$ cat config.mk
export PLATFORM = sky130hd
export DESIGN_NAME = ahb_lite_2to1_rr_arb
export DESIGN_NICKNAME = d
export VERILOG_FILES = /design/src/rtl/ahb_lite_2to1_rr_arb.sv
export SDC_FILE = /design/constraint.sdc
export NUM_CORES = 1
export LEC_CHECK = 0
export CORE_UTILIZATION = 39
export CTS_CLUSTER_DIAMETER = 30
export DETAILED_ROUTE_END_ITERATION = 8
export GPL_TIMING_DRIVEN = 0
export PLACE_DENSITY = 0.78
export SLEW_MARGIN = 30
export SYNTH_ARGS = -nofsm -noshare
export SYNTH_HDL_FRONTEND = slang
export SYNTH_SLANG_ARGS = --single-unit
$ cat constraint.sdc
create_clock -name hclk -period 2.5 [get_ports hclk]
set_input_delay 0.5 -clock hclk [delete_from_list [all_inputs] [get_ports hclk]]
set_output_delay 0.5 -clock hclk [all_outputs]
set_load 0.03 [all_outputs]
$ cat src/rtl/ahb_lite_2to1_rr_arb.sv
// rtl/ahb_lite_2to1_rr_arb.sv - two-initiator AHB-Lite round-robin arbiter with one-deep pending stage per initiator
module ahb_lite_2to1_rr_arb #(
    parameter int AHB_LITE_ADDR_WIDTH = 32,
    parameter int AHB_LITE_DATA_WIDTH = 32,
    parameter int CNT_WIDTH           = 16
) (
    input  logic                           hclk,
    input  logic                           hreset,
    input  logic                           hsel_i_0,
    input  logic                           hwrite_i_0,
    input  logic                           hready_i_0,
    input  logic [AHB_LITE_ADDR_WIDTH-1:0] haddr_i_0,
    input  logic [AHB_LITE_DATA_WIDTH-1:0] hwdata_i_0,
    input  logic [1:0]                     htrans_i_0,
    input  logic [2:0]                     hsize_i_0,
    input  logic                           hsel_i_1,
    input  logic                           hwrite_i_1,
    input  logic                           hready_i_1,
    input  logic [AHB_LITE_ADDR_WIDTH-1:0] haddr_i_1,
    input  logic [AHB_LITE_DATA_WIDTH-1:0] hwdata_i_1,
    input  logic [1:0]                     htrans_i_1,
    input  logic [2:0]                     hsize_i_1,
    output logic                           hresp_o_0,
    output logic                           hready_o_0,
    output logic [AHB_LITE_DATA_WIDTH-1:0] hrdata_o_0,
    output logic                           hresp_o_1,
    output logic                           hready_o_1,
    output logic [AHB_LITE_DATA_WIDTH-1:0] hrdata_o_1,
    input  logic                           hresp_i,
    input  logic                           hreadyout_i,
    input  logic [AHB_LITE_DATA_WIDTH-1:0] hrdata_i,
    output logic [AHB_LITE_ADDR_WIDTH-1:0] haddr_o,
    output logic [AHB_LITE_DATA_WIDTH-1:0] hwdata_o,
    output logic                           hsel_o,
    output logic                           hwrite_o,
    output logic                           hready_o,
    output logic [1:0]                     htrans_o,
    output logic [2:0]                     hsize_o,
    output logic [CNT_WIDTH-1:0]           gnt_cnt_o_0,
    output logic [CNT_WIDTH-1:0]           gnt_cnt_o_1,
    input  logic                           cnt_clr_i
);
    localparam int AW = AHB_LITE_ADDR_WIDTH;

    logic [1:0]    addr_ph, req, gnt, pend, dph, live_dph;
    logic          last_gnt, grant_any, sel;
    logic [AW-1:0] live_addr [2];
    logic [AW-1:0] pend_addr [2];
    logic [AW-1:0] cand_addr [2];
    logic [1:0]    live_trans [2];
    logic [1:0]    pend_trans [2];
    logic [1:0]    cand_trans [2];
    logic [2:0]    live_size [2];
    logic [2:0]    pend_size [2];
    logic [2:0]    cand_size [2];
    logic [1:0]    live_write, pend_write, cand_write;
    logic [AW-1:0] haddr_q;
    logic [2:0]    hsize_q;
    logic          hwrite_q;
    logic [CNT_WIDTH-1:0] cnt [2];

    assign live_addr[0]  = haddr_i_0;
    assign live_addr[1]  = haddr_i_1;
    assign live_trans[0] = htrans_i_0;
    assign live_trans[1] = htrans_i_1;
    assign live_size[0]  = hsize_i_0;
    assign live_size[1]  = hsize_i_1;
    assign live_write    = {hwrite_i_1, hwrite_i_0};

    // Only NONSEQ/SEQ count as address phases; IDLE and BUSY never request.
    assign addr_ph[0] = hsel_i_0 & hready_i_0 & htrans_i_0[1];
    assign addr_ph[1] = hsel_i_1 & hready_i_1 & htrans_i_1[1];
    assign req        = addr_ph | pend;

    always_comb begin
        gnt = 2'b00;
        if (!hreset && hreadyout_i) begin
            if (req[0] && (!req[1] || last_gnt)) begin
                gnt[0] = 1'b1;
            end else if (req[1]) begin
                gnt[1] = 1'b1;
            end
        end
    end

    always_comb begin
        for (int i = 0; i < 2; i++) begin
            cand_addr[i]  = pend[i] ? pend_addr[i]  : live_addr[i];
            cand_trans[i] = pend[i] ? pend_trans[i] : live_trans[i];
            cand_size[i]  = pend[i] ? pend_size[i]  : live_size[i];
            cand_write[i] = pend[i] ? pend_write[i] : live_write[i];
        end
    end

    assign grant_any = |gnt;
    assign sel       = gnt[1];
    assign hsel_o    = grant_any;
    assign htrans_o  = grant_any ? cand_trans[sel] : 2'b00;
    assign haddr_o   = grant_any ? cand_addr[sel]  : (hreset ? '0 : haddr_q);
    assign hsize_o   = grant_any ? cand_size[sel]  : (hreset ? 3'b000 : hsize_q);
    assign hwrite_o  = grant_any ? cand_write[sel] : (hreset ? 1'b0 : hwrite_q);
    assign hwdata_o  = dph[1] ? hwdata_i_1 : hwdata_i_0;
    assign hready_o  = hreadyout_i;

    // Response path is muted while reset is asserted, before the registers clear.
    assign live_dph   = hreset ? 2'b00 : dph;
    assign hready_o_0 = hreset | (~pend[0] & (~dph[0] | hreadyout_i));
    assign hready_o_1 = hreset | (~pend[1] & (~dph[1] | hreadyout_i));
    assign hresp_o_0  = live_dph[0] & hresp_i;
    assign hresp_o_1  = live_dph[1] & hresp_i;
    assign hrdata_o_0 = live_dph[0] ? hrdata_i : '0;
    assign hrdata_o_1 = live_dph[1] ? hrdata_i : '0;
    assign gnt_cnt_o_0 = cnt[0];
    assign gnt_cnt_o_1 = cnt[1];

    always_ff @(posedge hclk) begin
        if (hreset) begin
            pend       <= 2'b00;
            dph        <= 2'b00;
            last_gnt   <= 1'b1;
            haddr_q    <= '0;
            hsize_q    <= 3'b000;
            hwrite_q   <= 1'b0;
            pend_write <= 2'b00;
            for (int i = 0; i < 2; i++) begin
                pend_addr[i]  <= '0;
                pend_trans[i] <= 2'b00;
                pend_size[i]  <= 3'b000;
                cnt[i]        <= '0;
            end
        end else begin
            for (int i = 0; i < 2; i++) begin
                if (gnt[i]) begin
                    pend[i] <= 1'b0;
                end else if (addr_ph[i] && !pend[i]) begin
                    pend[i]       <= 1'b1;
                    pend_addr[i]  <= live_addr[i];
                    pend_trans[i] <= live_trans[i];
                    pend_size[i]  <= live_size[i];
                    pend_write[i] <= live_write[i];
                end
                dph[i] <= gnt[i] | (dph[i] & ~hreadyout_i);
                if (cnt_clr_i) begin
                    cnt[i] <= '0;
                end else if (gnt[i] && !(&cnt[i])) begin
                    cnt[i] <= cnt[i] + CNT_WIDTH'(1);
                end
            end
            if (grant_any) begin
                last_gnt <= sel;
                haddr_q  <= cand_addr[sel];
                hsize_q  <= cand_size[sel];
                hwrite_q <= cand_write[sel];
            end
        end
    end
endmodule

Yosys cells after proc, flatten, opt, wreduce, memory -nomap -nowiden:

Memory sizes are Yosys's and may differ from the RTL's.
Cells that the tools add are included.

* flip-flop bits (word level): 43
* logic and storage cells: 137
* ROM bits: 0
* memories: 4
* latch bits: 0
* RAM bits: 106

Memories
* pend_addr: depth 2, bits a word 32, rd ports 2, clocked after Yosys merged registers in 0, wr ports 2, RTL line 48 `logic [AW-1:0] pend_addr [2];`
* cnt: depth 2, bits a word 16, rd ports 2, clocked after Yosys merged registers in 0, wr ports 2, RTL line 60 `logic [CNT_WIDTH-1:0] cnt [2];`
* pend_size: depth 2, bits a word 3, rd ports 2, clocked after Yosys merged registers in 0, wr ports 2, RTL line 54 `logic [2:0] pend_size [2];`
* pend_trans: depth 2, bits a word 2, rd ports 2, clocked after Yosys merged registers in 0, wr ports 2, RTL line 51 `logic [1:0] pend_trans [2];`

* shift operators: 0
* equality and inequality tests: 0
* order comparisons: 2
* bitwise gates (word level): 35
* multiplexer cells: 65
* div/mod/pow operators: 0
* reductions and logical operators: 20
* $mul: 0
* add/subtract/negate cells: 2

Operator list (count)
* two-way mux 32 bit: 12
* two-way mux 16 bit: 4
* adder 16 x 1 -> 16 bit (second input constant): 2
* AND reduction 16 bit: 2
* two-way mux 1 bit: 30
* two-way mux 3 bit: 9
* two-way mux 2 bit: 10
* OR 1 bit: 16
* bitwise AND 1 bit: 10
* inverter 1 bit: 7
* logical AND 1 bit: 6
* zero test 1 bit: 6
* OR reduction 2 bit: 3
* AND reduction 2 bit: 2
* greater-or-equal comparator 2 bit (second input constant): 1
* less-than comparator 1 x 2 -> 1 bit (second input constant): 1
* inverter 1 -> 2 bit: 1
* OR 2 bit: 1
* logical OR 1 bit: 1

Longest topological paths before layout:

Gate-level depths: netlist of the first run.

* word-level depth: 14
* mapped depth: 7
* mapped depth without buffers: 5

Worst setup path after synthesis of the first run:

Ideal clock, no wire load.

* path type: input to output
* from: input hreset
* to: output htrans_o[1]
* setup slack: -139 ps
* buffers on the path: 3
* cell stages on the path: 6
* arrival: 2139 ps
* required time: 2000 ps
* cell sequence: clkbuf_1 nand2b_1 a211o_1 buf_2 clkbuf_1 a211oi_1

* longest elaborated chain between the ends: 8
* elaborated cells on any way between the ends: 9
* those cells by class: mux: 5; bitwise: 1; reduce/logical: 3

RTL lines
* start, declared: RTL line 8 `input logic hreset,`
* zero test 1 bit (*): RTL line 77 `if (!hreset && hreadyout_i) begin`
* logical AND 1 bit (*): RTL line 77
* two-way mux 2 bit (*): RTL line 77
* inverter 1 -> 2 bit (not written as such): RTL line 98 `assign htrans_o = grant_any ? cand_trans[sel] : 2'b00;`
* two-way mux 2 bit (not written as such) (3 in series): RTL line 98
* two-way mux 2 bit (*): RTL line 98
* end, declared: RTL line 37 `output logic [1:0] htrans_o,`

Every way passes the cells marked *; elsewhere a longest branch is shown, timed or not. The select of a mux whose other input is x is not followed.

Worst setup path in the final report of the first run:

* from: register pend[0]
* to: output htrans_o[0]

* longest elaborated chain between the ends: 9
* elaborated cells on any way between the ends: 12
* those cells by class: mux: 8; bitwise: 2; reduce/logical: 2

RTL lines
* start, declared: RTL line 45 `logic [1:0] addr_ph, req, gnt, pend, dph, live_dph;`
* start signal, assigned: RTL line 118 `pend <= 2'b00;`
* start signal, assigned by index: RTL line 134 `pend[i] <= 1'b0;`
* start signal, assigned by index: RTL line 136 `pend[i] <= 1'b1;`
* OR 2 bit: RTL line 73 `assign req = addr_ph | pend;`
* logical AND 1 bit: RTL line 78 `if (req[0] && (!req[1] || last_gnt)) begin`
* two-way mux 1 bit: RTL line 78
* two-way mux 2 bit: RTL line 77
* inverter 1 -> 2 bit (not written as such): RTL line 98
* two-way mux 2 bit (not written as such) (3 in series): RTL line 98
* two-way mux 2 bit (*): RTL line 98

Marked as above.

==> summary.txt, run 1 <==
Outcome
  – Status: finished, violations left
  – Violated checks: negative setup slack

Global routing
  – First-pass GRT wire length: 44.5 mm
  – Overall Global Routing Usage: 27.7%
  – Pin count of the biggest net entering global routing: 38
  – Routing usage on met1: 28.4%
  – Initial antenna violation count: 5
  – Number of global-route vias before repair: 7735
  – Met3 usage: 6.97%
  – Routing usage on met2: 52.6%
  – Global route hottest layer: met2
  – GRT Residual Overflow: 0

Detailed routing
  – Vias per inst: 5.36
  – Total Routed Length: 29.9 mm
  – Initial DRC count: 350
  – Routed len/inst: 21.0 um
  – DRC Markers: 0
  – DR vias: 7613
  – DRT Pass-1 Iters: 5
  – Routed Antenna Nets: 0

STA
  – Final-report setup violation count: 44
  – Unrepaired setup endpoints after global routing: true
  – Setup WS post-layout: -0.0978 ns
  – Period utilization: 104%
  – Slew Viols, Final: 0
  – Fmax: 385 MHz
  – Relative slew slack: 56.9%
  – Setup Skew: 0.0102 ns
  – Final Hold Viols: 0
  – Setup TNS: -1.52 ns
  – Worst slew pin tran: 0.644 ns
  – Final Critical Period: 2.60 ns

Floorplan
  – Rows: 52
  – Die area: 21300 sq um
  – Starting Density: 39.9%
  – Die height: 146 um
  – Chip width: 146 um
  – Io pins: 353
  – Core area: 20300 sq um

Logic synthesis
  – Compound-gate portion of the synthesized area: 10.7%
  – Register area share after synthesis: 49.9%
  – Cell Area, Synth: 8100 sq um
  – Adder-Cell Fraction of Synth Area: 0.309%
  – Synth cell types: 48
  – Synth Area in Simple Gates: 19.1%
  – Xor and xnor area share after synthesis: 2.81%
  – Mean post-synth cell area: 11.0 sq um
  – Combinational family with the most area after synthesis: simple AND/OR/NAND/NOR gates
  – Yosys warns: 0
  – Synth Instances: 734
  – Synth Register Bits: 149
  – Syn nets: 917
  – Post-synthesis mux area share: 13.7%
  – EDFF count, synth: 106
  – Main synth FF type: edfxtp_1
  – Share of flip-flops with an asynchronous set or reset: 0%

CTS
  – Clock Sinks: 149
  – Worst-path clk slew: 0.06 ns
  – CTS tree: built
  – Post-cts hold buffer count: 0
  – Inserted Clock Buffers: 17
  – Depth of the CTS H-tree: 4
  – Clk root buf: clkbuf_16
  – Worst-Skew Late Latency: 0.43 ns
  – CTS max path bufs: 2

Layout
  – Commonest non-fill, non-tap cells in the layout: 211 x clkdlybuf4s50_1, 140 x and2_1, 106 x edfxtp_1
  – Commonest non-fill, non-tap cell in the layout: clkdlybuf4s50_1
  – Layout net count: 1315
  – Register area: 4050 sq um
  – Final non-filler cell total: 1420
  – Syn-to-layout area delta: 70.6%
  – Multi-input logic area: 4560 sq um
  – Final core utilization: 68.1%
  – Share of cells above drive strength 1: 24.6%
  – # fillers: 1508

Worst hold path
  – Number of cells on the worst hold path: 2
  – Worst Hold Class: in2reg

Critical path
  – R2R cell count: 9
  – Worst EP required: 2.00 ns
  – Startpoint types: flop
  – CP endpoint kind: output port
  – Worst-path fanout max: 5
  – Crit path kind: reg2out
  – Arr. time, crit path: 2.10 ns

Place
  – GPL Wtd Cong: 0.886
  – DP Wirelength: 21.7 mm
  – Port Buffers: 351
  – Placed Cells: 1356

Power
  – PD cells: 527 nW/um^2
  – Leakage: 5.23 nW
  – Maximum vdd ir drop: 430 uV

Flow run
  – Number of max-cap violations: 0
## repair_timing
item / 4_1_cts / 5_1_grt
gates cloned: 5 / 0
pin swaps: 26 / 7
endpoints found under the setup margin: 227 / 101
gates resized for setup: 571 / 78
setup buffers: 25 / 6
## metrics by stage
step	worst slack, ns	total power [mW]	cell area [sq um]	hold slack [ns]
floorplan	-0.0558	3.55	8110	0.427
global placement	-1.57	4.24	12000	0.436
detailed placement	-1.53	4.26	12000	0.445
CTS	-0.255	7.24	13700	0.463
global route	-0.143	7.48	13800	0.484
finish	-0.0978	7.28	13800	0.458
## metal layers
metal / share of wire, % / vias to the layer above
li1: - / 3540
met1: 35 / 3651
met2: 54 / 362
met3: 7.0 / 60
met4: 3.9 / 0
met5: 0 / -
## flip-flops by register name, summed over array words and instances (netlist names)
name	count
hsize_q	3
haddr_q	32
pend_addr	64
dph	2
pend_trans	4
cnt	32
last_gnt	1
hwrite_q	1
pend	2
pend_write	2
pend_size	6
## critical path: stages (launching register included)
cell,delay (ns)
dfxtp_2,0.34
a31o_4,0.22
buf_4,0.13
buf_4,0.13
a211oi_4,0.36
a211oi_2,0.09
a211oi_2,0.20
buf_4,0.20
## synth_stat cells, types with 3 or more instances
master,number,share of area (%)
a211o_1,3,0.32
mux2i_1,75,9.3
inv_1,11,0.51
edfxtp_1,106,39
nand2b_1,3,0.23
nor2_1,23,1.1
a211oi_1,4,0.37
buf_2,9,0.56
xor2_1,7,0.76
nor2b_1,6,0.46
nand4_1,7,0.54
nor2_2,7,0.54
nor3_1,17,1.1
a21oi_1,4,0.25
xnor2_1,19,2.1
mux2_2,32,4.4
nor4_1,10,0.77
and2_1,140,11
o221ai_1,72,7.8
dfxtp_1,43,11
nand2_1,50,2.3
nand3_1,12,0.74
clkbuf_1,43,2.0
## cell type report
class,instances,share of cell area [%]
clock buffers,19,3.28
multi-input cells,519,33.0
well taps,270,2.44
plain buffers,48,2.78
diodes,5,0.0906
inverters,11,0.299
flip-flops and latches,149,29.3
repair buffers,386,27.4
clock inverters,13,1.39
## kinds of logic after synthesis
kind of cell / count (synthesis)
simple gates: 281
flops: 149
mux: 107
compound gates: 103
buf+inv: 66
xor+xnor: 26
fa+ha+maj: 2
## worst paths after layout
kind                                       startpoint                        endpoint  slack (ns)
worst max register to register   pend[1]$_SDFFE_PP0N_  pend_addr[0][27]$_SDFFCE_PN0P_       -0.02
worst max-delay path             pend[0]$_SDFFE_PP0N_                     htrans_o[0]        -0.1
worst min register to register  hwrite_q$_SDFFE_PP0P_           hwrite_q$_SDFFE_PP0P_        0.46
worst min-delay path                      hreadyout_i               dph[0]$_SDFF_PP0_        0.46
## power by group
group | switching (mW) | internal, mW | total [mW] | leakage (nW)
Sequential | 0.0784 | 2.80 | 2.88 | 1.47
Combinational | 0.827 | 0.752 | 1.58 | 3.44
Clock | 1.08 | 1.74 | 2.82 | 0.313
(Power assumes the default switching activity.)
==> run 2: changes to the inputs <==
--- a/config.mk
+++ b/config.mk
@@ -10,6 +10,7 @@
 export DETAILED_ROUTE_END_ITERATION = 8
 export GPL_TIMING_DRIVEN = 0
 export PLACE_DENSITY = 0.78
+export RECOVER_POWER = 25
 export SLEW_MARGIN = 30
 export SYNTH_ARGS = -nofsm -noshare
 export SYNTH_HDL_FRONTEND = slang
==> summary.txt, run 2 (synthesis results as in run 1) <==
Global routing
  – First-pass GRT wire length: 44.5 mm (unchanged)
  – GRT Residual Overflow: 0 (unchanged)
  – Number of global-route vias before repair: 7735 (unchanged)
  – Pin count of the biggest net entering global routing: 38 (unchanged)
  – Initial antenna violation count: 5 (unchanged)
  – Overall Global Routing Usage: 27.7% (unchanged)

Place
  – GPL Wtd Cong: 0.886 (unchanged)
  – DP Wirelength: 21.7 mm (unchanged)
  – Port Buffers: 351 (unchanged)
  – Placed Cells: 1356 (unchanged)
  – DP Worst Slack: -1.53 ns (unchanged)

Power
  – Sequential share of power: 39.5% (about the same)
  – Clock Power Share: 38.7% (about the same)
  – Maximum vdd ir drop: 430 uV (unchanged)
  – Cell Int Power: 5.29 mW (unchanged)
  – NetSw: 1.98 mW (unchanged)
  – Comb power frac: 21.7% (about the same)
  – Net Sw Frac: 27.3% (unchanged)
  – PD cells: 527 nW/um^2 (unchanged)
  – Leakage: 5.23 nW (unchanged)

CTS
  – Worst-Skew Late Latency: 0.43 ns (about the same)
  – Post-cts hold buffer count: 0 (unchanged)
  – Depth of the CTS H-tree: 4 (unchanged)
  – Clock Sinks: 149 (unchanged)
  – CTS max path bufs: 2 (unchanged)
  – CTS tree: built (unchanged)
  – Worst-path clk slew: 0.06 ns (about the same)
  – Inserted Clock Buffers: 17 (unchanged)
  – Clk root buf: clkbuf_16 (unchanged)

Detailed routing
  – Total Routed Length: 29.9 mm (unchanged)
  – DRT Pass-1 Iters: 5 (unchanged)
  – DR vias: 7613 (unchanged)
  – Routed Antenna Nets: 0 (unchanged)
  – Vias per inst: 5.36 (unchanged)
  – Initial DRC count: 350 (unchanged)
  – DRC Markers: 0 (unchanged)
  – Routed len/inst: 21.0 um (unchanged)

STA
  – Fmax: 385 MHz (unchanged)
  – Period utilization: 104% (unchanged)
  – Final-report setup violation count: 44 (unchanged)
  – Slew Viols, Final: 0 (unchanged)
  – Worst slew pin tran: 0.644 ns (unchanged)
  – Setup TNS: -1.52 ns (about the same)
  – Final Critical Period: 2.60 ns (unchanged)
  – Setup Skew: 0.0102 ns (unchanged)
  – Relative slew slack: 56.9% (unchanged)
  – Setup WS post-layout: -0.0978 ns (unchanged)
  – Unrepaired setup endpoints after global routing: true (unchanged)
  – Final Hold Viols: 0 (unchanged)

Layout
  – Final core utilization: 68.1% (unchanged)
  – Reg with most FFs: pend_addr (unchanged)
  – Layout net count: 1315 (unchanged)
  – Commonest non-fill, non-tap cell in the layout: clkdlybuf4s50_1 (unchanged)
  – Number of flip-flops in the largest register: 64 (unchanged)
  – Syn-to-layout area delta: 70.6% (unchanged)
  – # fillers: 1508 (unchanged)
  – Final non-filler cell total: 1420 (unchanged)
  – Share of cells above drive strength 1: 24.6% (unchanged)
  – Largest registers: pend_addr x64, cnt x32, haddr_q x32 (unchanged)
  – Commonest non-fill, non-tap cells in the layout: 211 x clkdlybuf4s50_1, 140 x and2_1, 106 x edfxtp_1 (unchanged)

Flow run
  – Number of max-cap violations: 0 (unchanged)

Critical path
  – Crit-path most repeated cell: buf_4 (unchanged)
  – CP max-delay cell: a211oi_4 (unchanged)
  – Internal reg-to-reg setup slack: -0.02 ns (about the same)
  – FF-to-FF Start: pend[1]$_SDFFE_PP0N_ (unchanged)
  – Startpoint types: flop (unchanged)
  – Buffer and inverter count on the worst path: 3 (unchanged)
  – Critical path endpoint: htrans_o[0] (unchanged)
  – Delay-heaviest family, CP: compound AO/OA/AOI/OAI gates (unchanged)
  – Arr. time, crit path: 2.10 ns (about the same)
  – R2R cell count: 9 (unchanged)
  – CP Launch Point: pend[0]$_SDFFE_PP0N_ (unchanged)
  – Worst EP required: 2.00 ns (about the same)
  – Critical path's largest stage delay: 0.36 ns (about the same)
  – CP Cell Sequence: a31o_4, buf_4, buf_4, a211oi_4, a211oi_2, a211oi_2, buf_4 (unchanged)
  – Worst-path fanout max: 5 (unchanged)
  – Reg2reg end: pend_addr[0][27]$_SDFFCE_PN0P_ (unchanged)
  – CP endpoint kind: output port (unchanged)
  – Crit path kind: reg2out (unchanged)
  – CP Depth: 7 (unchanged)

Floorplan
  – Die height: 146 um (unchanged)
  – Rows: 52 (unchanged)
  – Chip width: 146 um (unchanged)
  – Core area: 20300 sq um (unchanged)
  – Io pins: 353 (unchanged)
  – Starting Density: 39.9% (unchanged)
  – Die area: 21300 sq um (unchanged)

Outcome
  – Violated checks: negative setup slack (unchanged)
  – Status: finished, violations left (unchanged)

Worst hold path
  – Worst Hold Class: in2reg (unchanged)
run 2: cell counts in the layout (fill, tap and decap cells not counted):
Identical to the previous run, type by type.
run 2: through the flow:
step                      hold WS, ns  power, mW  area (sq um)
final                           0.458       7.28         13800
after floorplan                 0.427       3.55          8110
after global routing            0.484       7.48         13800
after detailed placement        0.445       4.26         12000
after global placement          0.436       4.24         12000
after CTS                       0.463       7.24         13700
run 2: cell type report:
type | instances | area (sq um) | share of cell area, %
Antenna cell | 5 | 12.5 | 0.0906
Buffer | 48 | 384 | 2.78
Clock buffer | 19 | 453 | 3.28
Clock inverter | 13 | 193 | 1.39
Inverter | 11 | 41.3 | 0.299
Multi-Input combinational cell | 519 | 4560 | 33.0
Sequential cell | 149 | 4050 | 29.3
Tap cell | 270 | 338 | 2.44
Timing Repair Buffer | 386 | 3780 | 27.4
run 2: how the worst min path moves through the flow:
stage                             startpoint                        to  depth (start not counted)
floorplan            haddr_q[0]$_SDFFE_PP0P_   haddr_q[0]$_SDFFE_PP0P_                          2
global placement    haddr_q[29]$_SDFFE_PP0P_  haddr_q[29]$_SDFFE_PP0P_                          2
detailed placement  haddr_q[29]$_SDFFE_PP0P_  haddr_q[29]$_SDFFE_PP0P_                          2
CTS                 haddr_q[24]$_SDFFE_PP0P_  haddr_q[24]$_SDFFE_PP0P_                          2
global route                     hreadyout_i         dph[0]$_SDFF_PP0_                          2
finish                           hreadyout_i         dph[0]$_SDFF_PP0_                          2
run 2: per-layer routing:
metal  routed length, um  GRT usage (%)  up-vias
met3                2100           6.97       60
li1                    -              -     3540
met1               10400           28.4     3651
met4                1160           12.1        0
met5                   0              0        -
met2               16200           52.6      362
run 2: power by group through the flow:
| stage | clock network (mW) | registers (mW) | logic, mW |
|---|---|---|---|
| 2_1_floorplan | 0 | 2.95 | 0.603 |
| 3_3_place_gp | 0 | 2.92 | 1.32 |
| 3_5_place_dp | 0 | 2.92 | 1.34 |
| 4_1_cts | 2.83 | 2.87 | 1.54 |
| 5_1_grt | 2.93 | 2.89 | 1.66 |
| 6_report | 2.82 | 2.88 | 1.58 |
run 2: what timing repair did:
action,CTS,global route
resized for setup,571,78
cloned,5,0
endpoints found under the setup margin,227,101
pin swaps,26,7
setup buffers,25,6
